File: src/rtl/conware_pkg.sv
// Shared defaults and FSM encoding for the Game-of-Life cell-to-AXIS video path.
package conware_pkg;

  localparam int DEF_GRID_W        = 64;
  localparam int DEF_GRID_H        = 48;
  localparam int DEF_CELL_SIZE     = 10;
  localparam int DEF_ROW_ADDR_BITS = 6;
  localparam int DEF_DATA_WIDTH    = 32;

  localparam logic [31:0] DEF_ALIVE_COLOR = 32'h00FF_FFFF;
  localparam logic [31:0] DEF_DEAD_COLOR  = 32'h0000_0000;

  typedef enum logic [1:0] {
    ST_IDLE   = 2'd0,
    ST_FETCH  = 2'd1,
    ST_LATCH  = 2'd2,
    ST_STREAM = 2'd3
  } state_t;

  // Counter width for a modulo-n counter; a 1-state counter still needs a bit.
  function automatic int cnt_w(input int n);
    return (n <= 1) ? 1 : $clog2(n);
  endfunction

endpackage

File: src/rtl/conware_axis_out_reg.sv
// Single-entry AXI4-Stream output register: loads a new beat whenever the
// current one is absent or being accepted, otherwise holds it untouched.
module conware_axis_out_reg #(
  parameter int DATA_WIDTH = 32
) (
  input  logic                  aclk,
  input  logic                  rst,
  input  logic                  in_valid,
  output logic                  in_ready,
  input  logic [DATA_WIDTH-1:0] in_data,
  input  logic                  in_user,
  input  logic                  in_last,
  output logic [DATA_WIDTH-1:0] tdata,
  output logic                  tvalid,
  input  logic                  tready,
  output logic                  tuser,
  output logic                  tlast
);

  assign in_ready = !tvalid || tready;

  always_ff @(posedge aclk) begin
    if (rst) begin
      tvalid <= 1'b0;
      tdata  <= '0;
      tuser  <= 1'b0;
      tlast  <= 1'b0;
    end else if (in_ready) begin
      tvalid <= in_valid;
      if (in_valid) begin
        tdata <= in_data;
        tuser <= in_user;
        tlast <= in_last;
      end
    end
  end

endmodule

File: src/rtl/conware_cell_stream.sv
// Streams the cell grid as an AXIS video frame, one RAM row fetch per cell row,
// each cell scaled to CELL_SIZE x CELL_SIZE pixels.
//
//  state  | meaning
//  IDLE   | no frame in flight, waiting for enable
//  FETCH  | read strobe for cell_row issued to grid RAM
//  LATCH  | RAM data captured into row_reg
//  STREAM | pixels produced for all sub-lines of cell_row, then drain of last beat
module conware_cell_stream
  import conware_pkg::*;
#(
  parameter int GRID_W        = DEF_GRID_W,
  parameter int GRID_H        = DEF_GRID_H,
  parameter int CELL_SIZE     = DEF_CELL_SIZE,
  parameter int ROW_ADDR_BITS = DEF_ROW_ADDR_BITS,
  parameter int DATA_WIDTH    = DEF_DATA_WIDTH,
  parameter logic [DATA_WIDTH-1:0] ALIVE_COLOR = DATA_WIDTH'(DEF_ALIVE_COLOR),
  parameter logic [DATA_WIDTH-1:0] DEAD_COLOR  = DATA_WIDTH'(DEF_DEAD_COLOR)
) (
  input  logic                     aclk,
  input  logic                     rst,
  input  logic                     enable,
  output logic                     cell_rd_en,
  output logic [ROW_ADDR_BITS-1:0] cell_rd_addr,
  input  logic [GRID_W-1:0]        cell_rd_data,
  output logic [DATA_WIDTH-1:0]    m_axis_video_tdata,
  output logic                     m_axis_video_tvalid,
  input  logic                     m_axis_video_tready,
  output logic                     m_axis_video_tuser,
  output logic                     m_axis_video_tlast,
  output logic                     busy,
  output logic                     frame_done
);

  localparam int CX_W = cnt_w(GRID_W);
  localparam int CR_W = cnt_w(GRID_H);
  localparam int CS_W = cnt_w(CELL_SIZE);

  localparam logic [CX_W-1:0] CX_MAX = CX_W'(GRID_W - 1);
  localparam logic [CR_W-1:0] CR_MAX = CR_W'(GRID_H - 1);
  localparam logic [CS_W-1:0] CS_MAX = CS_W'(CELL_SIZE - 1);

  state_t state, state_nxt;

  logic [GRID_W-1:0]     row_reg;
  logic [CX_W-1:0]       cell_x;
  logic [CS_W-1:0]       sub_x;
  logic [CS_W-1:0]       sub_y;
  logic [CR_W-1:0]       cell_row;
  logic                  drain;

  logic                  pix_valid;
  logic                  pix_ready;
  logic                  pix_load;
  logic [DATA_WIDTH-1:0] pix_data;
  logic                  pix_user;
  logic                  x_end;
  logic                  row_done;
  logic                  last_accept;

  assign x_end     = (sub_x == CS_MAX) && (cell_x == CX_MAX);
  assign row_done  = x_end && (sub_y == CS_MAX);
  assign pix_valid = (state == ST_STREAM) && !drain;
  assign pix_load  = pix_valid && pix_ready;
  assign pix_data  = row_reg[cell_x] ? ALIVE_COLOR : DEAD_COLOR;
  assign pix_user  = (cell_x == '0) && (sub_x == '0) && (sub_y == '0) && (cell_row == '0);

  // The final beat of a frame may still be stalled downstream after the
  // counters wrapped; drain marks it so frame end waits for its handshake.
  assign last_accept = drain && m_axis_video_tvalid && m_axis_video_tready;
  assign frame_done  = last_accept;
  assign busy        = (state != ST_IDLE);
  assign cell_rd_en  = (state == ST_FETCH);
  assign cell_rd_addr = cell_rd_en ? ROW_ADDR_BITS'(cell_row) : '0;

  always_ff @(posedge aclk) begin
    if (rst) state <= ST_IDLE;
    else     state <= state_nxt;
  end

  always_comb begin
    state_nxt = state;
    case (state)
      ST_IDLE:   if (enable) state_nxt = ST_FETCH;
      ST_FETCH:  state_nxt = ST_LATCH;
      ST_LATCH:  state_nxt = ST_STREAM;
      ST_STREAM: begin
        if (pix_load && row_done && (cell_row != CR_MAX)) state_nxt = ST_FETCH;
        else if (last_accept) state_nxt = enable ? ST_FETCH : ST_IDLE;
      end
      default:   state_nxt = ST_IDLE;
    endcase
  end

  always_ff @(posedge aclk) begin
    if (rst) begin
      row_reg  <= '0;
      cell_x   <= '0;
      sub_x    <= '0;
      sub_y    <= '0;
      cell_row <= '0;
      drain    <= 1'b0;
    end else begin
      if (state == ST_LATCH) row_reg <= cell_rd_data;
      if (last_accept) drain <= 1'b0;
      if (pix_load) begin
        if (sub_x == CS_MAX) begin
          sub_x  <= '0;
          cell_x <= (cell_x == CX_MAX) ? '0 : cell_x + 1'b1;
        end else begin
          sub_x <= sub_x + 1'b1;
        end
        if (x_end) begin
          if (sub_y != CS_MAX) begin
            sub_y <= sub_y + 1'b1;
          end else begin
            sub_y <= '0;
            if (cell_row != CR_MAX) begin
              cell_row <= cell_row + 1'b1;
            end else begin
              cell_row <= '0;
              drain    <= 1'b1;
            end
          end
        end
      end
    end
  end

  conware_axis_out_reg #(
    .DATA_WIDTH(DATA_WIDTH)
  ) u_out_reg (
    .aclk     (aclk),
    .rst      (rst),
    .in_valid (pix_valid),
    .in_ready (pix_ready),
    .in_data  (pix_data),
    .in_user  (pix_user),
    .in_last  (x_end),
    .tdata    (m_axis_video_tdata),
    .tvalid   (m_axis_video_tvalid),
    .tready   (m_axis_video_tready),
    .tuser    (m_axis_video_tuser),
    .tlast    (m_axis_video_tlast)
  );

endmodule
File: config.mk
export PLATFORM = sky130hd
export DESIGN_NAME = conware_cell_stream
export DESIGN_NICKNAME = d
export VERILOG_FILES = /design/src/rtl/conware_pkg.sv /design/src/rtl/conware_axis_out_reg.sv /design/src/rtl/conware_cell_stream.sv
export SDC_FILE = /design/constraint.sdc
export NUM_CORES = 1
export LEC_CHECK = 0
export ABC_AREA = 1
export CORE_MARGIN = 1
export CORE_UTILIZATION = 38
export CTS_CLUSTER_DIAMETER = 40
export DETAILED_ROUTE_END_ITERATION = 8
export SKIP_CTS_REPAIR_TIMING = 1
export SYNTH_ARGS = -nofsm -noshare
export SYNTH_HDL_FRONTEND = slang
export SYNTH_SLANG_ARGS = --single-unit
File: constraint.sdc
create_clock -name aclk -period 1.8 [get_ports aclk]
set_input_delay 0.36 -clock aclk [delete_from_list [all_inputs] [get_ports aclk]]
set_output_delay 0.36 -clock aclk [all_outputs]
set_load 0.01 [all_outputs]
==> flow_metrics.tcl, run 1 <==
set metrics [dict create \
    root_buffer "clkbuf_16" \
    largest_reg_flops 64 \
    final.setup_skew_ns 0.0120 \
    powerDensity_mw_per_mm2 1090 \
    cts_buffer_depth 2 \
    numPortBuffers 103 \
    slowest_stage "clkdlybuf4s50_1" \
    fin_crit_sh_pct 109 \
    grt_start_max_net_pins 79 \
    crit_arrival_ns 1.60 \
    drt-pass1-iter-count 4 \
    seqPwrFrac_pct 40.7 \
    cap_violations 0 \
    finalSetupViolCount 1 \
    fmaxAchievable_ghz 0.511 \
    slowest_delay_ns 0.52 \
    async_reset_ff_share_pct 0 \
    core-area_mm2 0.0120 \
    postRouteAntennaNets 0 \
    area_delta_synth_final_pct 31.5 \
    drive_gt1_share_pct 10.6 \
    fin_ws_ns -0.158 \
    cts_tree "built" \
    clkLatencyLatePin_ns 0.35 \
    cp_common_cell "inv_1" \
    drv_slew 0 \
    die_w_um 113 \
    chipHeight_um 113 \
    ir_worst_vdd_v 0.000588 \
    fin_total_pwr_mw 6.67 \
    place_congestion 0.794 \
    clk_pin_slew_worst_paths_ns 0.06 \
    holdPathStages 2 \
    outcome "complete, but fails checks" \
    p_sw_share_pct 32.5 \
    violations "setup timing" \
    diodes 0 \
    cp-start-kind "flip-flop" \
    layout_commonest_cell "nand2_1" \
    p_switching_mw 2.17 \
    synth-seq-area-share_pct 39.0 \
    boundaryPins 112 \
    syn_inst 673 \
    drt-initial-drc-count 153 \
    required_ns 1.44 \
    hold_viol 0 \
    grt_usage_pct 17.9 \
    drc 0 \
    final_cell_mix "nand2_1 (108), nor2_1 (97), dfxtp_1 (86)" \
    cts_made_buffers 9 \
    hpwlAfterDp_um 8130 \
    path_cells "inv_1 -> ha_4 -> nand2_1 -> inv_1 -> clkdlybuf4s50_1" \
    worstSetupPathType "reg -> out" \
    cts_sinks 91 \
    path_max_fanout 7 \
    grt_pass1_wl_um 18300 \
    grt_pass1_vias 3961 \
    min_path_type "reg -> reg" \
    tns_ns -0.158 \
    synth_warnings 0 \
    min_period_ns 1.96 \
    wirelength_um 11300 \
    crit_path_end_kind "primary output" \
    r2r_cells 10 \
    ys.flop_type "dfxtp_1" \
    rsz0062_at_grt "yes" \
    pwr-share-clk_pct 28.7 \
    dieArea_mm2 0.0127 \
    vias 4354 \
    synth_cell_types 38 \
    vias_per_cell 4.79 \
    num_rows 40 \
    p_leak_nw 2.98 \
    r2r_setup_slack_ns 0.10 \
    nets 834 \
    grt_overflow 0 \
    syn-cell-area_mm2 0.00467 \
    htreeDepth 3 \
    utilization_pct 51.2 \
    start_util_pct 38.9 \
    syn_avg_cell_area_um2 6.94 \
    power.internal_mw 4.50 \
    wl_per_cell_um 12.4 \
    critical_path.top_delay_family "buffers and inverters" \
    worst-path-stages 5 \
    p_comb_share_pct 30.6 \
    synth-edff-count 0 \
    synth_seq_cells 91 \
    grt_antenna_before_repair 0 \
    nFillCells 1218 \
    crit_buf_inv 3 \
]
[power by group through the flow]
stage | clock network (mW) | registers [mW] | logic (mW)
floorplan | 0 | 2.72 | 1.39
global placement | 0 | 2.73 | 2.00
detailed placement | 0 | 2.75 | 2.04
CTS | 1.96 | 2.71 | 2.05
global route | 2.07 | 2.76 | 2.31
finish | 1.92 | 2.72 | 2.04
[synthesized netlist by cell type (4+ instances only)]
cell / instances / area share (%)
nand3_1: 41 / 4.4
ha_1: 9 / 2.4
a21oi_1: 54 / 5.8
buf_4: 34 / 5.5
inv_2: 5 / 0.40
nor2_1: 97 / 7.8
buf_2: 8 / 0.86
nand2_1: 108 / 8.7
o21ai_0: 77 / 8.2
inv_1: 79 / 6.3
dfxtp_1: 91 / 39
nor4_1: 4 / 0.54
clkbuf_1: 17 / 1.4
nor2_4: 5 / 1.2
buf_1: 5 / 0.40
[logic make-up after synthesis]
kind of cell,share of synthesized area (%)
AOI/OAI and AO/OA,16.6
xor gates and xnor gates,0.563
adders and majority gates,2.41
buffers and inverters,15.1
DFF,39.0
other,0.0803
and+or+nand+nor,26.2
[area by class of cell]
type                            count  area [µm²]  area share, %
Multi-Input combinational cell    439        2190           35.6
Sequential cell                    91        1830           29.7
Timing Repair Buffer              131        1320           21.5
Inverter                           85         324           5.27
Clock buffer                       10         229           3.73
Tap cell                          147         184           2.99
Clock inverter                      6        71.3           1.16
[worst paths after layout]
kind / start / endpoint
setup reg to reg: state[0] / cell_row[5]
hold / removal: row_reg[38] / row_reg[38]
setup / recovery: state[1] / cell_rd_addr[5]
hold reg to reg: row_reg[38] / row_reg[38]
[metal layers]
metal / global-route usage, % / vias up / share of wire [%]
li1: - / 2279 / -
met1: 23.9 / 1949 / 48
met2: 28.9 / 114 / 46
met3: 3.75 / 12 / 4.6
met4: 6.05 / 0 / 1.4
met5: 0 / - / 0
[per-stage QoR]
| step | setup WS, ns | cells | hold slack, ns | area (µm²) |
|---|---|---|---|---|
| 2_1_floorplan | 0.254 | 680 | 0.429 | 4700 |
| 3_3_place_gp | -0.0746 | 892 | 0.439 | 5760 |
| 3_5_place_dp | -0.0878 | 892 | 0.446 | 5760 |
| 4_1_cts | -0.327 | 908 | 0.456 | 6060 |
| 5_1_grt | -0.243 | 909 | 0.471 | 6150 |
| 6_report | -0.158 | 909 | 0.455 | 6150 |
[tightest hold or removal path: stages (launching register included)]
cell and delay (ns):
dfxtp_1 0.30, inv_1 0.06, a21oi_1 0.06
Note: power is estimated with default switching activity, not from simulation.
==> run 2, diff against run 1 <==
--- a/config.mk
+++ b/config.mk
@@ -7,9 +7,10 @@
 export LEC_CHECK = 0
 export ABC_AREA = 1
 export CORE_MARGIN = 1
-export CORE_UTILIZATION = 38
+export CORE_UTILIZATION = 50
 export CTS_CLUSTER_DIAMETER = 40
 export DETAILED_ROUTE_END_ITERATION = 8
+export PLACE_DENSITY = 0.8
 export SKIP_CTS_REPAIR_TIMING = 1
 export SYNTH_ARGS = -nofsm -noshare
 export SYNTH_HDL_FRONTEND = slang
==> run 2 against run 1 <==
Effect of this change: highest routed layer unchanged; largest cell class unchanged; critical path type unchanged; the run now ends clean; first-iteration DRC count increased by 18%; die area down 24%; sequential cell count unchanged; worst hold slack improved by 0.0067 ns; count of clock-buffer cells in the layout grew 3; clock power shrank 25%.
==> flow_metrics.tcl, run 2 (synthesis gave the netlist of run 1 again) <==
set metrics [dict create \
    r2r_setup_slack_ns 0.15 \
    wl_per_cell_um 12.6 \
    cts_made_buffers 9 \
    cp-start-kind "flip-flop" \
    final.setup_skew_ns 0.0102 \
    register_area_mm2 0.00183 \
    num_rows 34 \
    fin_crit_sh_pct 96.8 \
    cts_tree "built" \
    ir_worst_vdd_v 0.000630 \
    grt_pass1_vias 4083 \
    tns_ns 0 \
    multi_input_area_mm2 0.00218 \
    crit_path_end_kind "primary output" \
    place_congestion 0.858 \
    r2r_cells 9 \
    fmaxAchievable_ghz 0.574 \
    drt-initial-drc-count 180 \
    worstSetupPathType "reg -> out" \
    drv_slew 0 \
    root_buffer "clkbuf_8" \
    vias_per_cell 5.14 \
    wirelength_um 11000 \
    vias 4478 \
    diodes 0 \
    cap_violations 0 \
    grt_overflow 0 \
    core-area_mm2 0.00889 \
    grt_start_max_net_pins 48 \
    dpl-instance-area_mm2 0.00573 \
    min_period_ns 1.74 \
    start_util_pct 52.5 \
    clkLatencyLatePin_ns 0.36 \
    nets 835 \
    chipHeight_um 98.7 \
    layout_commonest_cell "nand2_1" \
    numPortBuffers 103 \
    finalSetupViolCount 0 \
    clk_pin_slew_worst_paths_ns 0.08 \
    postRouteAntennaNets 0 \
    r2r-start "cell_x[0]" \
    die_w_um 98.7 \
    required_ns 1.44 \
    p_leak_nw 2.96 \
    drt-pass1-iter-count 5 \
    htreeDepth 3 \
    outcome "finished, final reports clean" \
    hpwlAfterDp_um 7940 \
    area_delta_synth_final_pct 28.8 \
    cts_sinks 91 \
    startpoint "u_out_reg.tdata[22]" \
    min_path_type "reg -> reg" \
    drc 0 \
    grt_pass1_wl_um 18300 \
    dieArea_mm2 0.00973 \
    boundaryPins 112 \
    powerDensity_mw_per_mm2 1040 \
    grt_usage_pct 23.1 \
    crit_end "m_axis_video_tdata[20]" \
    crit_arrival_ns 1.38 \
    hold_viol 0 \
    grt_antenna_before_repair 0 \
    cts_buffer_depth 2 \
    final_cell_mix "nand2_1 (108), nor2_1 (97), dfxtp_1 (86)" \
    largest_reg_flops 64 \
    path_max_fanout 12 \
    drive_gt1_share_pct 10.6 \
    r2r-end "state[0]" \
    stdcell_area_mm2 0.00602 \
    nFillCells 759 \
]
[run 2: cell count changes in the layout (fill, tap and decap cells not counted), moves of 2 or more]
cell	before	now
clkbuf_16	9	0
clkbuf_8	0	11
inv_2	5	7
inv_6	2	0
[run 2: stage by stage]
step                std cells  hold slack (ns)  utilization, %  worst slack (ns)  power (mW)
CTS                       870            0.463            66.7            -0.362        6.22
finish                    871            0.462            67.7            0.0581        6.23
floorplan                 680            0.429               -             0.254        4.11
global route              871            0.482            67.7          -0.00318        6.66
detailed placement        854            0.449            64.4            -0.123        4.81
global placement          854            0.440            64.4           -0.0763        4.72
[run 2: worst min-delay path by stage]
stage | depth (start not counted) | to | startpoint | slack, ns
floorplan | 2 | row_reg[43] | row_reg[43] | 0.43
global placement | 2 | row_reg[43] | row_reg[43] | 0.44
detailed placement | 2 | row_reg[45] | row_reg[45] | 0.45
CTS | 2 | row_reg[3] | row_reg[3] | 0.46
global route | 2 | row_reg[35] | row_reg[35] | 0.48
finish | 2 | row_reg[36] | row_reg[36] | 0.46
[run 2: cell type report]
cell class / instances / share of cell area [%]
inverters: 85 / 5.34
repair buffers: 132 / 22.3
well taps: 108 / 2.25
clock buffers: 13 / 2.64
clock inverters: 3 / 0.769
multi-input cells: 439 / 36.3
flip-flops and latches: 91 / 30.4
[run 2: critical path, cell delays in order (launching register included)]
cell and delay, ns:
dfxtp_2 0.35, buf_6 0.14, clkdlybuf4s50_1 0.54
[run 2: routing by layer]
layer	up-vias	part of all wire [%]	track usage, %	wire, µm
met1	2055	47	30.5	5130
met3	16	4.9	3.26	535
li1	2272	-	-	-
met2	135	47	38.7	5170
met4	0	1.5	8.15	166
met5	-	0	0	0
[run 2: power breakdown]
part	switching (mW)	total [mW]	internal (mW)
sequential	0.202	2.72	2.52
combinational	1.16	2.08	0.913
clock	0.714	1.44	0.723
total	2.08	6.23	4.15
==> run 3, diff against run 2 <==
--- a/config.mk
+++ b/config.mk
@@ -6,7 +6,7 @@
 export NUM_CORES = 1
 export LEC_CHECK = 0
 export ABC_AREA = 1
-export CORE_MARGIN = 1
+export CORE_MARGIN = 5
 export CORE_UTILIZATION = 50
 export CTS_CLUSTER_DIAMETER = 40
 export DETAILED_ROUTE_END_ITERATION = 8
==> run 3 against run 2 <==
Effect of this change: non-clock buffer count is 2 higher; wire length rose by 7.3%; total power decreased by 0.36%; setup slack improved by 0.010 ns; sequential cell count unchanged; critical path depth rose by 4; register-to-register slack worse by 0.04 ns; clock power shrank 5%; largest cell class unchanged; highest routed layer unchanged.
==> flow_metrics.tcl, run 3 (synthesis gave the netlist of run 1 again) <==
set metrics [dict create \
    outcome "finished, final reports clean" \
    stdcell_area_mm2 0.00611 \
    r2r-start "cell_x[1]" \
    ir_worst_vdd_v 0.000680 \
    r2r_cells 9 \
    nets 837 \
    grt_start_max_net_pins 48 \
    die_w_um 107 \
    final_cell_mix "nand2_1 (108), nor2_1 (97), dfxtp_1 (85)" \
    min_period_ns 1.73 \
    r2r_setup_slack_ns 0.11 \
    min_path_type "reg -> reg" \
    holdPathEnd "row_reg[43]" \
    drt-pass1-iter-count 5 \
    largest_reg_flops 64 \
    layout_commonest_cell "nand2_1" \
    htreeDepth 3 \
    crit_path_end_kind "primary output" \
    grt_pass1_wl_um 19800 \
    dp.cells 858 \
    holdPathStages 2 \
    place_congestion 0.869 \
    boundaryPins 112 \
    core-area_mm2 0.00920 \
    final.setup_skew_ns 0.0105 \
    cap_violations 0 \
    path_max_fanout 5 \
    drc 0 \
    worstSetupPathType "reg -> out" \
    clkLatencyLatePin_ns 0.35 \
    path_cells "inv_2 -> ha_4 -> buf_4 -> nand2_1 -> inv_1 -> dlymetal6s2s_1" \
    root_buffer "clkbuf_8" \
    cts_sinks 91 \
    wl_per_cell_um 13.5 \
    fmaxAchievable_ghz 0.577 \
    clk_pin_slew_worst_paths_ns 0.09 \
    num_rows 35 \
    vias 4474 \
    cts_made_buffers 9 \
    drv_slew 0 \
    powerDensity_mw_per_mm2 1020 \
    required_ns 1.44 \
    p_leak_nw 3.19 \
    hold_viol 0 \
    post_layout_nonfiller_instances 876 \
    dieArea_mm2 0.0114 \
    area_delta_synth_final_pct 30.8 \
    multi_input_area_mm2 0.00223 \
    grt_overflow 0 \
    chipHeight_um 107 \
    drt-initial-drc-count 215 \
    postRouteAntennaNets 0 \
    cts_tree "built" \
    dpl-instance-area_mm2 0.00574 \
    wirelength_um 11800 \
    slowest_stage "dfxtp_2" \
    diodes 0 \
    fin_crit_sh_pct 96.2 \
    vias_per_cell 5.11 \
    numPortBuffers 103 \
    start_util_pct 50.8 \
    min_from "row_reg[43]" \
    finalSetupViolCount 0 \
    tns_ns 0 \
    crit_arrival_ns 1.37 \
    grt_usage_pct 21.0 \
    nFillCells 768 \
    r2r-end "state[0]" \
    drive_gt1_share_pct 11.5 \
    register_area_mm2 0.00183 \
    slowest_delay_ns 0.39 \
    cts_buffer_depth 2 \
    cp-start-kind "flip-flop" \
    hpwlAfterDp_um 8460 \
    grt_antenna_before_repair 0 \
    rsz0062_at_grt "yes" \
    grt_pass1_vias 4414 \
]
[run 3: layer usage]
layer	share of wire (%)	track usage (%)
met5	0	0
met4	1.8	7.49
met3	7.0	4.03
met2	47	35.5
met1	45	26.7
[run 3: worst max-delay path, delay by kind of cell, from the launching register on]
family,cells,cell delay (ns)
fa+ha+maj,1,0.18
buf+inv,4,0.41
simple gates,1,0.05
flops,1,0.39
[run 3: area by class of cell]
| cell class | count | area share [%] |
|---|---|---|
| inverters | 85 | 5.30 |
| clock buffers | 11 | 2.31 |
| clock inverters | 5 | 0.860 |
| repair buffers | 134 | 22.8 |
| flip-flops and latches | 91 | 30.0 |
| well taps | 111 | 2.27 |
| multi-input cells | 439 | 36.4 |
[run 3: worst max-delay path by stage]
stage	start	to	slack (ns)	depth (start not counted)
floorplan	state[0]	row_reg[37]	0.25	8
global placement	m_axis_video_tready	frame_done	-0.08	4
detailed placement	m_axis_video_tready	frame_done	-0.09	4
CTS	state[1]	cell_rd_addr[5]	-0.35	5
global route	cell_x[1]	state[1]	-0.05	9
finish	state[1]	cell_rd_addr[2]	0.07	6
[run 3: metrics by stage]
| step | utilization, % | setup WS, ns | power, mW | hold WS (ns) |
|---|---|---|---|---|
| global placement | 62.4 | -0.0816 | 4.71 | 0.440 |
| detailed placement | 62.4 | -0.0938 | 4.80 | 0.448 |
| CTS | 64.5 | -0.346 | 6.16 | 0.461 |
| floorplan | - | 0.254 | 4.11 | 0.429 |
| global route | 66.4 | -0.0468 | 6.66 | 0.472 |
| finish | 66.4 | 0.0684 | 6.21 | 0.457 |
[run 3: report_power, final]
| group | switching, mW | total, mW | internal (mW) |
|---|---|---|---|
| clock | 0.693 | 1.37 | 0.674 |
| sequential | 0.206 | 2.73 | 2.52 |
| combinational | 1.20 | 2.12 | 0.915 |
| total | 2.10 | 6.21 | 4.11 |
==> RTL change (settings of run 3) <==
Make the reset (`rst`) asynchronous in 3 clocked blocks.
--- a/src/rtl/conware_axis_out_reg.sv
+++ b/src/rtl/conware_axis_out_reg.sv
@@ -20,5 +20,5 @@
   assign in_ready = !tvalid || tready;
 
-  always_ff @(posedge aclk) begin
+  always_ff @(posedge aclk or posedge rst) begin
     if (rst) begin
       tvalid <= 1'b0;
--- a/src/rtl/conware_cell_stream.sv
+++ b/src/rtl/conware_cell_stream.sv
@@ -74,5 +74,5 @@
   assign cell_rd_addr = cell_rd_en ? ROW_ADDR_BITS'(cell_row) : '0;
 
-  always_ff @(posedge aclk) begin
+  always_ff @(posedge aclk or posedge rst) begin
     if (rst) state <= ST_IDLE;
     else     state <= state_nxt;
@@ -93,5 +93,5 @@
   end
 
-  always_ff @(posedge aclk) begin
+  always_ff @(posedge aclk or posedge rst) begin
     if (rst) begin
       row_reg  <= '0;
Function: differs if rst is asserted again (counterexample within 4 cycles, from zero or initial values and one cycle with rst high); with rst held inactive, the same outputs for 10 cycles.
==> RTL change against run 3 <==
  * Sequential share of layout area rose by 5.6 points
  * Synthesized area rose by 4.6%
  * Highest routed layer unchanged
  * Final area rose by 4.9%
  * Setup slack improved by 0.010 ns
  * Wire length fell by 3.4%
  * Sequential cell count did not move
  * Register-to-register slack improved by 0.05 ns
  * Largest cell class is now sequential cells
Power is not compared: it rests on default switching activity, and its combinational part moved more than twofold at a synthesized area within 25%.
==> RTL change: results (changes against run 3) <==
| Metric | Value |
|---|---|
| Fillers | 810 (was 768) |
| DP Area | 6016 sq um (was 5738 sq um) |
| Cts bufs inserted | 9 (unchanged) |
| Clock skew | 0.009643 ns (was 0.01051 ns) |
| Sequential share of the synthesized area | 0.4659 (was 0.3899) |
| HPWL Detailed | 8080 um (was 8459 um) |
| Outcome | finished, final reports clean (unchanged) |
| First-pass GRT wire length | 18770 um (was 19840 um) |
| Initial antenna violation count | 0 (unchanged) |
| Synth top area cells | dfrtp_1 47%, nand2_1 12%, inv_1 6.0% (was dfxtp_1 39%, nand2_1 8.7%, o21ai_0 8.2%) |
| Critical path's top delay family | buffers and inverters (unchanged) |
| CTS root buf | clkbuf_8 (unchanged) |
| Drt first pass iters | 4 (was 5) |
| Peak VDD IR | 0.001458 V |
| Clk Latency, worst-skew pair | 0.37 ns (was 0.35 ns) |
| Synth cell count leaders | 150 x nand2_1, 91 x dfrtp_1, 78 x inv_1 (was 108 x nand2_1, 97 x nor2_1, 91 x dfxtp_1) |
| Antenna Cells | 0 (unchanged) |
| Crit-path max FO | 4 (was 5) |
| Port Buffer Count | 103 (unchanged) |
| Warnings from Yosys | 0 (unchanged) |
| Reg2Reg Setup Slack | 0.16 ns (was 0.11 ns) |
| Routed WL per cell | 13.90 um (was 13.47 um) |
| Synth Flop Type | dfrtp_1 (was dfxtp_1) |
| Max H-tree Level | 3 (unchanged) |
| Max Cap Violations | 0 (unchanged) |
| Largest net degree at the start of global routing | 92 (was 48) |
| Clock buffer depth | 2 (unchanged) |
| Total Nets Final | 760 (was 837) |
| Initial drt markers | 291 (was 215) |
| Vias in the first global route | 4046 (was 4414) |
| Max reg flops | 64 (unchanged) |
| Layout cells sized above 1 | 0.1470 (was 0.1150) |
| GRT Overall Usage | 0.1999 (was 0.2099) |
| Synth async-reset ratio | 1.000 (was 0) |
| Worst rel slew slack | 0.6625 |
| Vias per cell | 4.901 (was 5.107) |
| Gpl congestion | 0.8465 (was 0.8692) |
| Hold Path Class | in -> async (was reg -> reg) |
| Die Wd | 108.9 um (was 106.7 um) |
| Netlist cell types | 35 (was 38) |
| Worst path slowest cell | dfrtp_1 (was dfxtp_2) |
| CP max stage delay | 0.37 ns (was 0.39 ns) |
[RTL change: cell type report]
type                            count  area [sq um]  share of cell area
Inverter                           81         311.5             0.04860
Clock buffer                       10         127.6             0.01991
Multi-Input combinational cell    368          2071              0.3231
Clock inverter                      5         78.83             0.01230
Timing Repair Buffer              132          1375              0.2145
Sequential cell                    91          2280              0.3557
Tap cell                          133         166.4             0.02596
[RTL change: where the power goes]
group,internal (mW),leakage (nW),total [mW],switching [mW]
registers,2.97,1.09,3.44,0.472
clock network,0.773,0.106,1.49,0.712
logic,2.24,2.30,5.05,2.82
[RTL change: cell families (layout without fill, tap and decap cells)]
kind of cell / after synthesis / count (layout) / share of synthesized area
simple gates: 253 / 253 / 0.2327
other cells: 1 / 8 / 0.0007673
flops: 91 / 91 / 0.4659
compound gates: 64 / 64 / 0.07297
mux: 27 / 27 / 0.06298
xor+xnor: 7 / 7 / 0.01255
fa+ha+maj: 9 / 9 / 0.02304
buf+inv: 134 / 228 / 0.1290
[RTL change: per-layer routing]
metal	GRT usage	up-vias	wire length, um
met5	0	-	0
met4	0.06943	0	156
met3	0.03908	11	630
met2	0.3250	110	5615
met1	0.2679	1900	4992
li1	-	1998	-
[RTL change: path summary, 6_finish.rpt]
kind | startpoint | endpoint | cells past startpoint
worst max-delay path | state[1] | busy | 5
min in group aclk | u_out_reg.tlast | u_out_reg.tlast | 2
max in group asynchronous | rst | cell_x[4] | 3
worst max register to register | cell_x[0] | state[0] | 10
worst min register to register | u_out_reg.tlast | u_out_reg.tlast | 2
worst min-delay path | rst | row_reg[40] | 3
[RTL change: worst min-delay path: cells and delay by family]
family   cells  cell delay [ns]
buf+inv      3             0.88
[RTL change: per-stage QoR]
stage	setup TNS, ns	setup slack, ns	hold WS, ns	cells
after detailed placement	-2.664	-0.2486	0.4951	801
after CTS	-5.001	-0.3708	0.5002	816
after global routing	-0.04103	-0.03303	0.5195	820
after global placement	-1.468	-0.1931	0.4894	801
final	0	0.07879	0.4383	820
after floorplan	0	0.09600	0.4768	593
